`config.mk`:
```
export PLATFORM = sky130hd
export DESIGN_NAME = coin_input_conditioner
export DESIGN_NICKNAME = d
export VERILOG_FILES = /design/src/rtl/coin_pkg.sv /design/src/rtl/coin_debounce.sv /design/src/rtl/coin_input_conditioner.sv
export SDC_FILE = /design/constraint.sdc
export NUM_CORES = 1
export LEC_CHECK = 0
export BUFFER_PORTS_ARGS = -buffer_cell sky130_fd_sc_hd__buf_2
export CAP_MARGIN = 10
export CORE_MARGIN = 3
export CORE_UTILIZATION = 40
export DETAILED_ROUTE_END_ITERATION = 10
export SETUP_SLACK_MARGIN = 0.1
export SYNTH_ARGS = -nofsm -noshare
export SYNTH_HDL_FRONTEND = slang
export SYNTH_HIERARCHICAL = 1
export SYNTH_SLANG_ARGS = --single-unit
export TNS_END_PERCENT = 100
```
`constraint.sdc`:
```
create_clock -name CLK -period 3.05 [get_ports CLK]
set_input_delay 0.305 -clock CLK [delete_from_list [all_inputs] [get_ports CLK]]
set_output_delay 0.305 -clock CLK [all_outputs]
set_load 0.05 [all_outputs]
```
`src/rtl/coin_pkg.sv`:
```
// Shared coin definitions: coin values, one-hot deposit codes, output FSM
// state encodings and the record format. The vending FSM imports these too.
package coin_pkg;

  // Coin values in cents; 6 bits is enough because the largest value is 25.
  localparam logic [5:0] COIN_5_VAL  = 6'd5;
  localparam logic [5:0] COIN_10_VAL = 6'd10;
  localparam logic [5:0] COIN_25_VAL = 6'd25;

  // One-hot deposit codes, bit order {25,10,5}.
  localparam logic [2:0] CODE_5  = 3'b001;
  localparam logic [2:0] CODE_10 = 3'b010;
  localparam logic [2:0] CODE_25 = 3'b100;

  // Output FSM states.
  localparam logic [0:0] ST_IDLE = 1'b0;
  localparam logic [0:0] ST_PEND = 1'b1;

  // One deposit record as presented to the consumer.
  typedef struct packed {
    logic [2:0] code;
    logic [5:0] val;
  } deposit_t;

  // True when coin events are present on two or more channels at once.
  function automatic logic multi_event(input logic [2:0] ev);
    return (ev[0] & ev[1]) | (ev[0] & ev[2]) | (ev[1] & ev[2]);
  endfunction

  // Record for exactly one event; all-zero for no event or for a jam.
  function automatic deposit_t decode_event(input logic [2:0] ev);
    deposit_t rec;
    rec = '0;
    case (ev)
      CODE_5:  begin rec.code = CODE_5;  rec.val = COIN_5_VAL;  end
      CODE_10: begin rec.code = CODE_10; rec.val = COIN_10_VAL; end
      CODE_25: begin rec.code = CODE_25; rec.val = COIN_25_VAL; end
      default: rec = '0;
    endcase
    return rec;
  endfunction

endpackage

```
`src/rtl/coin_debounce.sv`:
```
// One coin channel: 2-flop synchroniser, consecutive-sample debouncer and a
// one-cycle event on every 0->1 change of the debounced level.
module coin_debounce
  import coin_pkg::*;
#(
  parameter int DEBOUNCE_CYCLES = 4,
  parameter int CNT_W           = 3
) (
  input  logic CLK,
  input  logic RST,
  input  logic coin_i,
  output logic rise_o
);

  localparam logic [CNT_W-1:0] CNT_MAX = CNT_W'(DEBOUNCE_CYCLES - 1);

  logic             sync1_q, sync2_q;
  logic [CNT_W-1:0] cnt_q,    cnt_d;
  logic             stable_q, stable_d;
  logic             rise_q,   rise_d;

  // Next-state: count disagreeing samples; flip the stable level once the
  // disagreement has lasted DEBOUNCE_CYCLES consecutive cycles.
  always_comb begin
    // NOTE: every combinational output gets a default first so no path leaves it unassigned, which would infer a latch.
    cnt_d    = '0;
    stable_d = stable_q;
    rise_d   = 1'b0;
    if (sync2_q != stable_q) begin
      if (cnt_q == CNT_MAX) begin
        stable_d = ~stable_q;
        rise_d   = ~stable_q;   // only the 0->1 change is a coin event
      end else begin
        cnt_d = cnt_q + 1'b1;
      end
    end
  end

  // Synchroniser and debounce state, cleared by synchronous reset.
  always_ff @(posedge CLK) begin
    // NOTE: sequential state uses non-blocking assignments so every flop samples pre-edge values, matching the hardware.
    if (RST) begin
      sync1_q  <= 1'b0;
      sync2_q  <= 1'b0;
      cnt_q    <= '0;
      stable_q <= 1'b0;
      rise_q   <= 1'b0;
    end else begin
      sync1_q  <= coin_i;
      sync2_q  <= sync1_q;
      cnt_q    <= cnt_d;
      stable_q <= stable_d;
      rise_q   <= rise_d;
    end
  end

  assign rise_o = rise_q;

endmodule

```
`src/rtl/coin_input_conditioner.sv`:
```
// Coin input front end: three debounced channels, same-cycle jam detection,
// and a one-deep deposit record behind a valid/ready handshake.
module coin_input_conditioner
  import coin_pkg::*;
#(
  parameter int DEBOUNCE_CYCLES = 4,
  parameter int CNT_W           = 3
) (
  input  logic       CLK,
  input  logic       RST,
  input  logic       coin_5,
  input  logic       coin_10,
  input  logic       coin_25,
  input  logic       dep_ready,
  output logic       dep_valid,
  output logic [2:0] dep_code,
  output logic [5:0] dep_val,
  output logic       jam,
  output logic       overrun
);

  logic [2:0] ev;        // {25,10,5} one-cycle coin events
  logic       single_ev;
  logic       multi_ev;

  logic [0:0] state_q,   state_d;
  deposit_t   rec_q,     rec_d;
  logic       jam_q,     jam_d;
  logic       overrun_q, overrun_d;

  coin_debounce #(.DEBOUNCE_CYCLES(DEBOUNCE_CYCLES), .CNT_W(CNT_W)) u_deb_5 (
    .CLK    (CLK),
    .RST    (RST),
    .coin_i (coin_5),
    .rise_o (ev[0])
  );

  coin_debounce #(.DEBOUNCE_CYCLES(DEBOUNCE_CYCLES), .CNT_W(CNT_W)) u_deb_10 (
    .CLK    (CLK),
    .RST    (RST),
    .coin_i (coin_10),
    .rise_o (ev[1])
  );

  coin_debounce #(.DEBOUNCE_CYCLES(DEBOUNCE_CYCLES), .CNT_W(CNT_W)) u_deb_25 (
    .CLK    (CLK),
    .RST    (RST),
    .coin_i (coin_25),
    .rise_o (ev[2])
  );

  assign multi_ev  = multi_event(ev);
  assign single_ev = (ev != 3'b000) && !multi_ev;

  // Output FSM: load a single event in IDLE; in PEND either hand over
  // (possibly reloading in the same cycle) or flag a dropped event.
  always_comb begin
    state_d   = state_q;
    rec_d     = rec_q;
    overrun_d = overrun_q;
    jam_d     = multi_ev;   // jams are reported in every state
    case (state_q)
      ST_IDLE: begin
        if (single_ev) begin
          rec_d   = decode_event(ev);
          state_d = ST_PEND;
        end
      end
      ST_PEND: begin
        if (dep_ready) begin
          if (single_ev) begin
            rec_d = decode_event(ev);
          end else begin
            rec_d   = '0;
            state_d = ST_IDLE;
          end
        end else if (single_ev) begin
          overrun_d = 1'b1;     // record is kept; the new coin is lost
        end
      end
      default: begin
        rec_d   = '0;
        state_d = ST_IDLE;
      end
    endcase
  end

  // FSM, record, jam pulse and sticky overrun registers.
  always_ff @(posedge CLK) begin
    if (RST) begin
      state_q   <= ST_IDLE;
      rec_q     <= '0;
      jam_q     <= 1'b0;
      overrun_q <= 1'b0;
    end else begin
      state_q   <= state_d;
      rec_q     <= rec_d;
      jam_q     <= jam_d;
      overrun_q <= overrun_d;
    end
  end

  assign dep_valid = (state_q == ST_PEND);
  assign dep_code  = rec_q.code;
  assign dep_val   = rec_q.val;
  assign jam       = jam_q;
  assign overrun   = overrun_q;

endmodule

```
**Yosys cells after proc, flatten, opt, wreduce, memory -nomap -nowiden**

Index checks and enable logic that the tools add are counted.

- Register bits after elaboration: 33
- Bits of input ports: 6
- Word-level logic and storage cells: 72

- Add/sub/neg operators: 3
- Equality and inequality tests: 11
- Mux-type cells: 8
- Bitwise logic cells: 16
- Reduce and logical (&&, ||, !) cells: 14

Operator list:

| cell | count |
|---|---|
| 9-bit 2-to-1 mux | 3 |
| 9-bit one-hot mux with 3 select lines | 1 |
| 9-bit one-hot mux with 2 select lines | 1 |
| 3-bit OR reduction | 6 |
| 3-bit by 2-bit equality test with 1-bit output (second input constant) | 4 |
| 1-bit inverter | 11 |
| 3-bit by 1-bit adder with 3-bit output (second input constant) | 3 |
| 2-bit AND reduction | 4 |
| 2-bit inequality test (second input constant) | 2 |
| 1-bit bitwise AND | 3 |
| 3-bit by 1-bit equality test with 1-bit output (second input constant) | 1 |
| 3-bit equality test (second input constant) | 1 |
| 1-bit inequality test | 3 |
| 3-bit AND reduction | 1 |
| 3-bit nonzero test | 1 |
| 1-bit 2-to-1 mux | 2 |
| 1-bit OR | 2 |
| 1-bit one-hot mux with 2 select lines | 1 |
| 1-bit logical AND | 1 |
| 1-bit logical NOT | 1 |

**Longest topological paths before layout**

- Depth after elaboration: 8
- Gate-level depth with buffers: 5
- Mapped depth without buffers: 4

**Modules after synthesis**

The synthesis kept the hierarchy.

Modules (own cells, without submodules):

| module | times used | cells an instance | area an instance (um2) |
|---|---|---|---|
| coin_debounce | 3 | 19 | 244.0 |
| coin_input_conditioner | 1 | 53 | 414.1 |

**Least setup slack after synthesis**

OpenSTA, ideal clock, no wires.

- Path kind: register to register
- Start: register u_deb_25.rise_q, in the netlist u_deb_25/rise_o
- End: register rec_q (netlist bit dep_val[4])
- Library setup time: 0.070 ns
- Arrival time: 1.468 ns
- Data required time: 2.980 ns
- Path slack: 1.512 ns
- Stages on the path, launching flop included: 6
- Clock period less this slack: 1.538 ns
- Cell sequence: dfxtp_1 -> buf_4 -> or3b_4 -> o211a_2 -> or4_1 -> a21oi_1

- Longest elaborated chain between the ends: 8
- Elaborated cells on any way between the ends: 17
- Those cells by class: eq/ne (4); mux (5); bitwise (4); reduce/logical (4)

Ends and longest elaborated chain:

| what | line | text |
|---|---|---|
| start, declared | coin_debounce.sv:20 | `logic rise_q, rise_d;` |
| start signal, assigned | coin_debounce.sv:53 | `rise_q <= rise_d;` |
| 1-bit bitwise AND | coin_pkg.sv:27 | `return (ev[0] & ev[1]) \| (ev[0] & ev[2]) \| (ev[1] & ev[2]);` |
| 1-bit OR (2 in a row) | coin_pkg.sv:27 |  |
| 1-bit logical NOT | coin_input_conditioner.sv:53 | `assign single_ev = (ev != 3'b000) && !multi_ev;` |
| 1-bit logical AND | coin_input_conditioner.sv:53 |  |
| 9-bit 2-to-1 mux | coin_input_conditioner.sv:71 | `if (single_ev) begin` |
| 9-bit 2-to-1 mux | coin_input_conditioner.sv:70 | `if (dep_ready) begin` |
| 9-bit one-hot mux with 2 select lines | coin_input_conditioner.sv:62 | `case (state_q)` |
| end signal, assigned | coin_input_conditioner.sv:97 | `rec_q <= rec_d;` |
| end, declared | coin_input_conditioner.sv:27 | `deposit_t rec_q, rec_d;` |

Several ways; a longest one is shown, not always the timed one. The select of a mux whose other input is x is not followed.
A chain may end at the register's enable or synchronous reset.

**Worst setup path after layout**

- Start: register u_deb_10.rise_q, in the netlist u_deb_10/rise_o
- End: register rec_q (netlist bit dep_val[4])

- Longest elaborated chain between the ends: 8
- Elaborated cells on any way between the ends: 17
- Those cells by class: eq/ne (4); mux (5); bitwise (4); reduce/logical (4)

Ends and longest elaborated chain:

| what | line |
|---|---|
| start, declared | coin_debounce.sv:20 |
| start signal, assigned | coin_debounce.sv:53 |
| 1-bit bitwise AND | coin_pkg.sv:27 |
| 1-bit OR (2 in a row) | coin_pkg.sv:27 |
| 1-bit logical NOT | coin_input_conditioner.sv:53 |
| 1-bit logical AND | coin_input_conditioner.sv:53 |
| 9-bit 2-to-1 mux | coin_input_conditioner.sv:71 |
| 9-bit 2-to-1 mux | coin_input_conditioner.sv:70 |
| 9-bit one-hot mux with 2 select lines | coin_input_conditioner.sv:62 |

Several ways; a longest one is shown, not always the timed one. The select of a mux whose other input is x is not followed.

==> reports/qor.txt <==
CTS tree - built
Die Wd - 59.53 um
register area share after synthesis - 50.66%
Mapped Area - 0.001146 sq mm
full die area - 0.003544 sq mm
Ys Warns - 6
run status - complete, no violations
DRT antenna net count - 0
Slew Limit Headroom - 65.70%
final std cells w/o fill - 157
power density cells - 491.9 mW/mm^2
Post-synth EDFFs - 0
Initial DRC Count - 20
Seq cells post-synth - 29
crit path max fanout - 8
clk_skew - 0.006719 ns
Worst-Skew Late Latency - 0.32 ns
drt total wl - 1683 um
clock sink count - 29
XOR/XNOR Fraction of Synth Area - 3.821%
placement row count - 18
Synth Area in Simple Gates - 22.60%
required time of the worst setup path - 3.30 ns
r2r startpoint - u_deb_10/rise_o
Net Sw Frac - 23.64%
Highest Clock Rate - 589.3 MHz
Post-Synth Adder-Cell Area - 6.550%
DRC Markers - 0
Final Slew Violations - 0
Port Buffers - 16
startpoint types - flip-flop
filler cell count - 259
initial core utilization - 44.25%
CP startpoint - u_deb_10/rise_o
count of cell types in the netlist - 26
Synth Area in Compound Gates - 7.205%
CP Class - reg -> reg
max cap viols - 0
setup violators final - 0
min-delay src - coin_25
CTS resizes - 0
period utilization - 55.64%
post-layout net count - 138
min-delay worst type - in -> reg
Async SR Flop Fraction - 0%
io pins - 18
sequential power share - 61.7%
Logic pwr share - 3.0%
Worst Max-Slew Pin Slew - 0.5145 ns
Layout area overhead - 10.81%
gr usage total - 11.26%
DR pass1 iterations - 4
mux contribution to synthesized area - 2.620%
initial antenna violation count - 0
Post-CTS Setup Bufs - 0
Top FF cell, synth - dfxtp_1
htree depth - 2
final core utilization - 49.03%
Root Buffer - clkbuf_4
chip height - 59.53 um
DR vias - 779
Worst EP arrival - 1.94 ns
Psw - 147.7 uW
minimum clock period - 1.697 ns
layout cells sized above 1 - 25.20%
Multi-input gate area - 494.2 sq um
Cells after Synth - 110
HPWL after DPL - 1183 um
vias in the first global route - 701
wire length per cell - 10.72 um
Int Power - 476.9 uW
n_diodes - 0
largest family of logic cells by synthesized area - simple AND/OR/NAND/NOR gates
Core Box Area - 0.002590 sq mm
Congestion Overflow GR - 0
Register Area - 580.6 sq um
Pleak - 0.0004942 uW
crit path capture type - flip-flop
final weighted congestion in routability-driven placement - 0.7075
Hold Fails Final Rpt - 0
Clk pwr share - 35.3%
Worst-path clk slew - 0.10 ns
cts hold-fix bufs - 0
post-synth net total - 122
dpl cells - 149
Syn Area/Cell - 10.42 sq um
CTS Buffer Depth - 2
vias per std cell - 4.962
post-route setup TNS - 0 ns
maximum vdd drop - 0.0003413 V
first-pass GRT wire length - 2822 um
CTS Buf Count - 5
RSZ-0062 raised after global routing - false
largest net degree at the start of global routing - 30
worst paths after layout:
kind	to	slack [ns]	depth (start not counted)
setup / recovery	dep_val[4]	1.35	4
hold / removal	u_deb_25/sync1_q	0.19	2
setup reg to reg	dep_val[4]	1.35	4
hold reg to reg	u_deb_10/cnt_q[0]	0.44	1
layer usage:
metal	vias to the layer above	wire [um]	global-route usage (%)	share of wire (%)
li1	407	-	-	-
met1	345	780	11.72	46
met2	23	765	17.47	45
met3	4	111	5.882	6.6
met4	0	26	7.595	1.5
met5	-	0	0	0
final cells by class:
type	count	area share (%)
repair buffers	16	6.305
well taps	30	2.956
inverters	6	1.773
clock inverters	3	1.379
multi-input cells	68	38.92
flip-flops and latches	29	45.71
clock buffers	5	2.956
synth_stat cells (all sizes together) (2+ instances only):
cell type | n | area [sq um]
dfxtp | 29 | 580.6
nor2 | 9 | 33.78
a21oi | 7 | 35.03
buf | 7 | 48.79
ha | 6 | 75.07
inv | 6 | 22.52
nor2b | 6 | 37.54
nor4 | 6 | 37.54
o21ai | 5 | 25.02
xnor2 | 5 | 43.79
and4bb | 3 | 37.54
mux2i | 3 | 30.03
nor4b | 3 | 45.04
nand2 | 2 | 7.510
nand2b | 2 | 12.51
nor3 | 2 | 10.01
o22ai | 2 | 12.51
layout by cell type, fill, tap and decap left out, types with 5 or more instances in the layout:
cell type and n:
xnor2_1 5, nor4_1 6, dfxtp_1 29, nor2b_1 6, buf_2 16, ha_1 6, clkbuf_4 5, a21oi_1 7
inv_1 6, nor2_1 9
stage by stage:
stage               power [uW]  instance area [sq um]  hold WS [ns]  setup WS, ns
global route             658.4                   1270        0.1712         1.243
detailed placement       413.4                   1215        0.4227         1.379
global placement         412.8                   1215        0.4158         1.440
finish                   624.6                   1270        0.1857         1.353
floorplan                405.7                   1146        0.3766         1.512
CTS                      636.7                   1270        0.1718         1.350
worst max-delay path: stages, from the launching register on:
cell	delay, ns
dfxtp_1	0.46
or3b_4	0.43
o211a_2	0.17
or4_1	0.40
a21oi_1	0.16
cells by family after synthesis:
family | Yosys count
adders and majority gates | 6
DFF | 29
other | 1
buffers and inverters | 13
xor gates and xnor gates | 5
AOI/OAI and AO/OA | 15
and+or+nand+nor | 38
muxes | 3
state kept, by name, indices dropped and copies added, names as in the netlist, 2 cells and up:
register	count
dep_val	3
u_deb_25/cnt_q	3
dep_code	2
u_deb_5/cnt_q	3
u_deb_10/cnt_q	3
power groups by stage:
| stage | sequential [uW] | clock, uW | combinational, uW |
|---|---|---|---|
| CTS | 386 | 232 | 19.3 |
| detailed placement | 394 | 0 | 19.1 |
| floorplan | 394 | 0 | 11.8 |
| finish | 385 | 220 | 18.9 |
| global route | 386 | 251 | 21.0 |
| global placement | 394 | 0 | 18.7 |
(Power assumes the default switching activity.)
